$ cat src/rtl/qpsk_pkg.sv
// Shared types and constants for the QPSK serial-to-dibit front end.
package qpsk_pkg;

  // Absolute-code symbol: {first bit, second bit}
  typedef logic [1:0] dibit_t;

  // Pairing phase of the serial collector
  typedef enum logic {
    WAIT_MSB = 1'b0,
    WAIT_LSB = 1'b1
  } pair_state_t;

  // PN9 (x^9 + x^5 + 1) additive scrambler constants
  localparam logic [8:0]  PN9_SEED  = 9'h1FF;
  localparam int unsigned PN9_TAP_A = 8;   // stage 9, also the output stage
  localparam int unsigned PN9_TAP_B = 4;   // stage 5

endpackage : qpsk_pkg

$ cat src/rtl/qpsk_bit_pair_if.sv
// Bit-strobe input and dibit output bundle of the QPSK pairing stage.
interface qpsk_bit_pair_if;
  import qpsk_pkg::*;

  logic   bit_in;
  logic   bit_en;
  logic   sync;
  dibit_t ab;
  logic   ab_vld;
  logic   half_err;

  // Source of bits / consumer of dibits
  modport master (
    output bit_in, bit_en, sync,
    input  ab, ab_vld, half_err
  );

  // The pairing stage itself
  modport slave (
    input  bit_in, bit_en, sync,
    output ab, ab_vld, half_err
  );

endinterface : qpsk_bit_pair_if

$ cat src/rtl/pn9_scrambler.sv
// PN9 additive sequence generator (x^9 + x^5 + 1, seed 9'h1FF).
// pn_bit is the sequence bit for the current accepted strobe; when load is
// high it already reflects the reloaded seed so a bit arriving with load is
// scrambled with the first sequence bit.
module pn9_scrambler
  import qpsk_pkg::*;
(
  input  logic clk,
  input  logic rst,
  input  logic load,
  input  logic adv,
  output logic pn_bit
);

  logic [8:0] r_lfsr;
  logic [8:0] w_cur;

  assign w_cur  = load ? PN9_SEED : r_lfsr;
  assign pn_bit = w_cur[PN9_TAP_A];

  // Advance once per accepted bit; reload seed on reset or load
  always_ff @(posedge clk or negedge rst) begin
    if (!rst) begin
      r_lfsr <= PN9_SEED;
    end else if (adv) begin
      r_lfsr <= {w_cur[7:0], w_cur[PN9_TAP_A] ^ w_cur[PN9_TAP_B]};
    end else if (load) begin
      r_lfsr <= PN9_SEED;
    end
  end

endmodule : pn9_scrambler

$ cat src/rtl/qpsk_bit_pair.sv
// Serial-to-dibit front end for the QPSK differential coding stage.
// Optional PN9 scrambling of accepted bits is enabled by QPSK_SCRAMBLE_EN.
module qpsk_bit_pair
  import qpsk_pkg::*;
#(
  parameter int unsigned TO_W   = 8,
  parameter int unsigned TO_MAX = 200
) (
  input  logic            clk,
  input  logic            rst,
  qpsk_bit_pair_if.slave  bus
);

  localparam logic [TO_W-1:0] CNT_LAST = TO_W'(TO_MAX - 1);

  generate
    if (TO_MAX < 1 || TO_MAX > (2**TO_W) - 1) begin : g_bad_to
      $error("qpsk_bit_pair: TO_MAX must be in 1 .. 2**TO_W-1");
    end
  endgenerate

  pair_state_t     r_state;
  logic            r_msb;
  logic [TO_W-1:0] r_cnt;
  dibit_t          r_ab;
  logic            r_ab_vld;
  logic            r_half_err;
  logic            w_bit;

`ifdef QPSK_SCRAMBLE_EN
  logic w_pn;

  pn9_scrambler u_pn9 (
    .clk    (clk),
    .rst    (rst),
    .load   (bus.sync),
    .adv    (bus.bit_en),
    .pn_bit (w_pn)
  );

  assign w_bit = bus.bit_in ^ w_pn;
`else
  assign w_bit = bus.bit_in;
`endif

  // Pairing FSM with gap timeout; all outputs registered
  always_ff @(posedge clk or negedge rst) begin
    if (!rst) begin
      r_state    <= WAIT_MSB;
      r_msb      <= 1'b0;
      r_cnt      <= '0;
      r_ab       <= '0;
      r_ab_vld   <= 1'b0;
      r_half_err <= 1'b0;
    end else begin
      r_ab_vld   <= 1'b0;
      r_half_err <= 1'b0;
      if (bus.sync) begin
        // Resync outranks pairing; a simultaneous bit starts a new pair
        r_half_err <= (r_state == WAIT_LSB);
        r_cnt      <= '0;
        if (bus.bit_en) begin
          r_msb   <= w_bit;
          r_state <= WAIT_LSB;
        end else begin
          r_msb   <= 1'b0;
          r_state <= WAIT_MSB;
        end
      end else begin
        unique case (r_state)
          WAIT_MSB: begin
            if (bus.bit_en) begin
              r_msb   <= w_bit;
              r_cnt   <= '0;
              r_state <= WAIT_LSB;
            end
          end
          WAIT_LSB: begin
            if (bus.bit_en) begin
              r_ab     <= {r_msb, w_bit};
              r_ab_vld <= 1'b1;
              r_msb    <= 1'b0;
              r_cnt    <= '0;
              r_state  <= WAIT_MSB;
            end else if (r_cnt == CNT_LAST) begin
              r_half_err <= 1'b1;
              r_msb      <= 1'b0;
              r_cnt      <= '0;
              r_state    <= WAIT_MSB;
            end else if (r_cnt != '1) begin
              r_cnt <= r_cnt + 1'b1;
            end
          end
          default: r_state <= WAIT_MSB;
        endcase
      end
    end
  end

  assign bus.ab       = r_ab;
  assign bus.ab_vld   = r_ab_vld;
  assign bus.half_err = r_half_err;

endmodule : qpsk_bit_pair

$ cat src/flat_wrapper.sv
// flat-port wrapper written by rule: the top's interface ports become plain ports
module qpsk_bit_pair_flat import qpsk_pkg::*;
#(
  parameter int unsigned TO_W   = 8,
  parameter int unsigned TO_MAX = 200
)
  (clk, rst, bus_bit_in, bus_bit_en, bus_sync, bus_ab, bus_ab_vld, bus_half_err);
  qpsk_bit_pair_if bus_i ();
  input  logic clk;
  input  logic rst;
  input wire logic [$bits(bus_i.bit_in)-1:0] bus_bit_in;
  input wire logic [$bits(bus_i.bit_en)-1:0] bus_bit_en;
  input wire logic [$bits(bus_i.sync)-1:0] bus_sync;
  output wire logic [$bits(bus_i.ab)-1:0] bus_ab;
  output wire logic [$bits(bus_i.ab_vld)-1:0] bus_ab_vld;
  output wire logic [$bits(bus_i.half_err)-1:0] bus_half_err;
  assign bus_i.bit_in = bus_bit_in;
  assign bus_i.bit_en = bus_bit_en;
  assign bus_i.sync = bus_sync;
  assign bus_ab = bus_i.ab;
  assign bus_ab_vld = bus_i.ab_vld;
  assign bus_half_err = bus_i.half_err;
  qpsk_bit_pair #(.TO_W(TO_W), .TO_MAX(TO_MAX)) u_core (.clk(clk), .rst(rst), .bus(bus_i));
endmodule
$ cat config.mk
export PLATFORM = sky130hd
export DESIGN_NAME = qpsk_bit_pair_flat
export DESIGN_NICKNAME = d
export VERILOG_FILES = /design/src/rtl/qpsk_pkg.sv /design/src/rtl/qpsk_bit_pair_if.sv /design/src/rtl/pn9_scrambler.sv /design/src/rtl/qpsk_bit_pair.sv /design/src/flat_wrapper.sv
export SDC_FILE = /design/constraint.sdc
export NUM_CORES = 1
export LEC_CHECK = 0
export CORE_MARGIN = 5
export CORE_UTILIZATION = 57
export DETAILED_ROUTE_END_ITERATION = 12
export GPL_TIMING_DRIVEN = 0
export PLACE_DENSITY = 0.81
export SLEW_MARGIN = 30
export SYNTH_ARGS = -nofsm -noshare
export SYNTH_HDL_FRONTEND = slang
export SYNTH_SLANG_ARGS = --single-unit
$ cat constraint.sdc
create_clock -name clk -period 3.68 [get_ports clk]
set_input_delay 0.368 -clock clk [delete_from_list [all_inputs] [get_ports clk]]
set_output_delay 0.368 -clock clk [all_outputs]
set_load 0.02 [all_outputs]
==> results.cfg, run 1 <==
[timing]
hold_viol = 0
holdWs_ns = 0.380
finalCritPeriodShare = 0.487
skew_ns = 0.000797
slew-limit-headroom = 0.594
setup-violations-final = 0
fin_crit_ns = 1.79
rsz0062_at_grt = no
tns_ns = 0
fmax_mhz = 558
tightest_slew_ns = 0.607
maxSlewViolCount = 0

[synthesis]
yosysUniqueCellTypes = 38
synth-edff-count = 0
synth.most_common_cell = dfrtp_1
seq_area_frac_synth = 0.447
postSynthAreaPerCell_um2 = 10.3
netlist_area_um2 = 783
synth_top_area_frac = 0.447
ys_ff_latch = 14
synth_top_area_cell = dfrtp_1
netlist_instances = 76
synth_commonest_cells = dfrtp_1, nand2_1, nand3_1
synth_top_flop_cell = dfrtp_1
synthTopCellsByArea = dfrtp_1, nand3_1, nand2_1
yosysWarnings = 0
async_reset_ff_frac = 1.00
syn_nets = 83

[flow_run]
cap_violations = 0

[clocking]
clock_path_buffers = 2
hold_buffers = 0
htreeDepth = 1
cts.sinks = 14
root_buffer = clkbuf_4
clk_pin_slew_worst_paths_ns = 0.09
cts_tree = built
cts_resized = 0
clock_insertion_delay_worst_skew_ns = 0.27
cts_buffers = 3
cts_setup_buffers = 0

[cells_and_area]
fillers = 104
diodes = 0
syn_to_final_growth_pct = 16.0
layout-drive-gt1-share = 0.218
stdcell_count = 102
fin_nets = 95
post-route-util = 0.698

[worst_setup_path]
required_ns = 3.87
worstRegToRegCells = 5
arrival_ns = 1.98
crit-reg2reg-launch = u_core.r_cnt[0]
cp-start-kind = register
cp_max_fo = 7
crit_chain = ha_1 > and4b_4 > a311o_4 > nand2b_4 > o31ai_2
cp_slowest_cell = dfrtp_1
r2r-end = u_core.r_cnt[3]
r2r_slack_ns = 1.89
critical_path.max_stage_delay_ns = 0.45
worst-setup-path-type = register to register
cp-end-kind = register

[detailed_routing]
post_drt_wl_per_cell_um = 14.4
wl_um = 1470
final_antenna_net_count = 0
vias_per_cell = 6.31
num_vias = 644
initialDrtViolationCount = 21
dr.pass1.iters = 4
drc = 0

[global_routing]
antenna_found_initial = 0
grt_pass1_wl_um = 2540
first_global_vias = 574
gr-total-overflow = 0
grt_max_degree = 15
grtUsageTotal = 0.160

[floorplanning]
die_h_um = 47.1
io-pin-count = 9
start_util = 0.602
coreArea_um2 = 1300
dieWidth_um = 47.1
die_area_um2 = 2220
num_rows = 13

[power_and_ir_drop]
total_power_w = 0.000329
ir_drop_mv = 0.293
p_per_area_nw_per_um2 = 362
p_leak_nw = 0.425

[place]
gp_congestion = 0.856
dp_cells = 98
hpwl_um = 1070
portBuffers = 7

[hold_path]
min_delay_path_depth = 2
hold_end = u_core.r_cnt[6]
holdCritStartpoint = bus_bit_en
hp-class = primary input to register

[status]
status = finished clean
-- layer usage --
layer  routed length, µm  share of wire  vias up  GRT usage
met3                 100          0.068        2     0.0268
li1                    -              -      311          -
met1                 672           0.46      308      0.233
met4                  13         0.0089        0     0.0497
met2                 680           0.46       23      0.244
met5                   0              0        -          0
-- through the flow --
stage	worst slack [ns]	cell area, µm²
floorplan	2.01	783
global placement	1.74	872
detailed placement	1.73	872
CTS	1.89	908
global route	1.74	908
finish	1.89	908
-- final cells by class --
cell class              instances  area [µm²]  area share
multi-input cells              55         395       0.435
flip-flops and latches         14         350       0.386
repair buffers                  7        70.1      0.0771
clock buffers                   4        36.3      0.0399
plain buffers                   4        26.3      0.0289
well taps                      15        18.8      0.0207
inverters                       3        11.3      0.0124
-- critical path, delay by kind of cell, from the launching register on --
kind	cells	cell delay (ns)
AND/OR/NAND/NOR	2	0.38
adder cells (fa/ha/maj)	1	0.27
flip-flops	1	0.45
AO/OA/AOI/OAI	2	0.62
-- registers in the layout, summed over array words and instances (netlist names) --
register,count
u_core.r_cnt,8
u_core.bus.ab,2
u_core.bus.ab_vld,1
u_core.bus.half_err,1
u_core.r_msb,1
u_core.r_state,1
-- cells in the final DEF, fill, tap and decap left out, types with 2 or more instances in the layout --
cell type | synthesis | routed
mux2_2 | 2 | 2
clkbuf_4 | 0 | 3
o21a_1 | 2 | 2
nand2_1 | 7 | 7
dfrtp_1 | 14 | 14
clkdlybuf4s50_1 | 0 | 7
nand4_1 | 3 | 3
a21oi_1 | 2 | 2
o21ai_0 | 2 | 2
inv_1 | 3 | 3
nor2_1 | 4 | 4
buf_2 | 2 | 2
nand3_1 | 7 | 7
ha_1 | 2 | 2
-- power breakdown --
part / total (W) / leakage (nW) / internal [W] / switching [W]
registers: 0.000166 / 0.188 / 0.000162 / 0.00000423
clock network: 0.000110 / 0.0210 / 0.0000600 / 0.0000496
logic: 0.0000526 / 0.216 / 0.0000235 / 0.0000291
-- worst max path at each step --
stage                     from              end  depth (start not counted)
6_report       u_core.r_cnt[0]  u_core.r_cnt[3]                          5
5_1_grt        u_core.r_cnt[0]  u_core.r_cnt[1]                          5
4_1_cts        u_core.r_cnt[0]  u_core.r_cnt[5]                          5
3_5_place_dp          bus_sync  u_core.r_cnt[5]                          5
3_3_place_gp          bus_sync  u_core.r_cnt[3]                          5
2_1_floorplan  u_core.r_cnt[0]  u_core.r_cnt[3]                          5
-- kinds of logic (layout without fill, tap and decap cells) --
kind of cell / count (synthesis) / after routing / synth area share
buffers and inverters: 7 / 18 / 0.0479
adders and majority gates: 2 / 2 / 0.0319
and+or+nand+nor: 31 / 31 / 0.235
muxes: 2 / 2 / 0.0288
AOI/OAI and AO/OA: 20 / 20 / 0.209
DFF: 14 / 14 / 0.447
No activity file was read; power rests on OpenSTA's default activity.
==> run 2: changes to the inputs <==
--- a/config.mk
+++ b/config.mk
@@ -6,10 +6,10 @@
 export NUM_CORES = 1
 export LEC_CHECK = 0
 export CORE_MARGIN = 5
-export CORE_UTILIZATION = 57
+export CORE_UTILIZATION = 53
 export DETAILED_ROUTE_END_ITERATION = 12
 export GPL_TIMING_DRIVEN = 0
-export PLACE_DENSITY = 0.81
+export PLACE_DENSITY = 0.76
 export SLEW_MARGIN = 30
 export SYNTH_ARGS = -nofsm -noshare
 export SYNTH_HDL_FRONTEND = slang
==> constraint.sdc (replaced) <==
create_clock -name clk -period 1.7 [get_ports clk]
set_input_delay 0.17 -clock clk [delete_from_list [all_inputs] [get_ports clk]]
set_output_delay 0.17 -clock clk [all_outputs]
set_load 0.02 [all_outputs]
==> run 2 against run 1 <==
- critical path depth unchanged
- largest power group unchanged
- total power up 100%
- first-iteration DRC count grew 43%
- register-to-register slack lost 1.9 ns
- maximum frequency is 7.3% higher
- cell area rose by 4.1%
- core utilization increased by 0.26 points
- global-route usage decreased by 2.0 points
- clock-buffer cell count decreased by 1
- clock power rose by 70%
- sequential share of layout area decreased by 1.3 points
- flip-flop and latch count stayed put
==> results.cfg, run 2 (synthesis gave the netlist of run 1 again) <==
[global_routing]
grt_max_degree = 15
antenna_found_initial = 0
grt_pass1_wl_um = 2680
gr-total-overflow = 0
grtUsageTotal = 0.141
first_global_vias = 601

[place]
dp_cells = 98
portBuffers = 7
gp_congestion = 0.789
hpwl_um = 1170

[flow_run]
cap_violations = 0

[detailed_routing]
initialDrtViolationCount = 30
wl_um = 1670
num_vias = 654
drc = 0
final_antenna_net_count = 0
vias_per_cell = 6.35
dr.pass1.iters = 4
post_drt_wl_per_cell_um = 16.2

[worst_setup_path]
required_ns = 1.89
crit_family = compound AO/OA/AOI/OAI gates
cp-end-kind = register
cp-start-kind = register
r2r_slack_ns = 0.03
cp_slowest_cell = dfrtp_2
crit_chain = ha_4 > and4b_4 > a311o_4 > nand2b_4 > o31ai_2
crit_start = u_core.r_cnt[1]
cp_max_fo = 7
crit-reg2reg-launch = u_core.r_cnt[1]
worst-setup-path-type = register to register
path_buf_inv = 0
arrival_ns = 1.86
critical_path.max_stage_delay_ns = 0.45

[timing]
hold_viol = 0
fmax_mhz = 599
skew_ns = 0.00759
maxSlewViolCount = 0
tns_ns = 0
tightest_slew_ns = 0.651
fin_crit_ns = 1.67
finalCritPeriodShare = 0.981
slew-limit-headroom = 0.565
setup-violations-final = 0

[floorplanning]
num_rows = 13
io-pin-count = 9
start_util = 0.580
die_area_um2 = 2350
coreArea_um2 = 1350
die_h_um = 48.4
dieWidth_um = 48.4

[clocking]
clock_path_buffers = 2
cts_buffers = 3
root_buffer = clkbuf_4
cts.sinks = 14
clock_insertion_delay_worst_skew_ns = 0.28
clk_pin_slew_worst_paths_ns = 0.09
htreeDepth = 1
cts_tree = built

[cells_and_area]
regMostFlops = u_core.r_cnt
fin_nets = 97
layout_commonest_cell = dfrtp_1
layout-drive-gt1-share = 0.273
final_cell_mix = dfrtp_1, nand3_1, nand2_1, clkdlybuf4s50_1, nor2_1
largest_reg_flops = 8
syn_to_final_growth_pct = 20.8
diodes = 0
stdcell_count = 103

[power_and_ir_drop]
total_power_w = 0.000669
p_leak_nw = 0.425
p_per_area_nw_per_um2 = 707
ir_drop_mv = 0.671

[status]
status = finished clean

[hold_path]
holdCritStartpoint = bus_bit_en
hp-class = primary input to register
==> run 2: cell count changes in the layout (fill, tap and decap cells not counted), sizes merged <==
cell | previous run | this run
buf | 3 | 5
clkbuf | 5 | 4
==> run 2: repair_timing <==
action	4_1_cts	5_1_grt
gates resized for setup	3	5
setup endpoints to repair	7	4
pin swaps	1	1
hold buffers	0	0
hold endpoints to repair	0	0
setup buffers	2	0
==> run 2: per-layer routing <==
metal / track usage / routed length, µm / up-vias
met5: 0 / 0 / -
met4: 0.0553 / 42 / 0
met3: 0.0306 / 92 / 6
met2: 0.215 / 769 / 20
met1: 0.190 / 769 / 316
li1: - / - / 312
==> run 2: final cells by class <==
cell class	count	area, µm²
Timing Repair Buffer	9	85.1
Clock buffer	3	22.5
Sequential cell	14	353
Multi-Input combinational cell	55	429
Inverter	3	11.3
Tap cell	15	18.8
Buffer	4	26.3
Fill cell	109	404
==> run 2: worst paths after layout <==
kind                                     to  depth (start not counted)
max                         u_core.r_cnt[3]                          5
min                         u_core.r_cnt[6]                          2
max reg2reg                 u_core.r_cnt[3]                          5
min reg2reg                u_core.bus.ab[1]                          1
max in group asynchronous   u_core.r_cnt[0]                          1
min in group asynchronous   u_core.r_cnt[4]                          1
==> run 2: per-stage QoR <==
stage                     cell area (µm²)  utilization  hold slack [ns]  setup WS (ns)
after floorplan                       783            -           -0.126         0.0337
after global placement                872        0.646            0.467        -0.0605
after detailed placement              872        0.646            0.481        -0.0780
after CTS                             915        0.677            0.187         0.0231
after global routing                  946        0.701            0.187       -0.00528
final                                 946        0.701            0.186         0.0316
==> run 2: where the power goes <==
part           internal [W]  switching, W
logic             0.0000543     0.0000684
clock network     0.0000820      0.000105
registers          0.000351    0.00000838
total              0.000488      0.000181
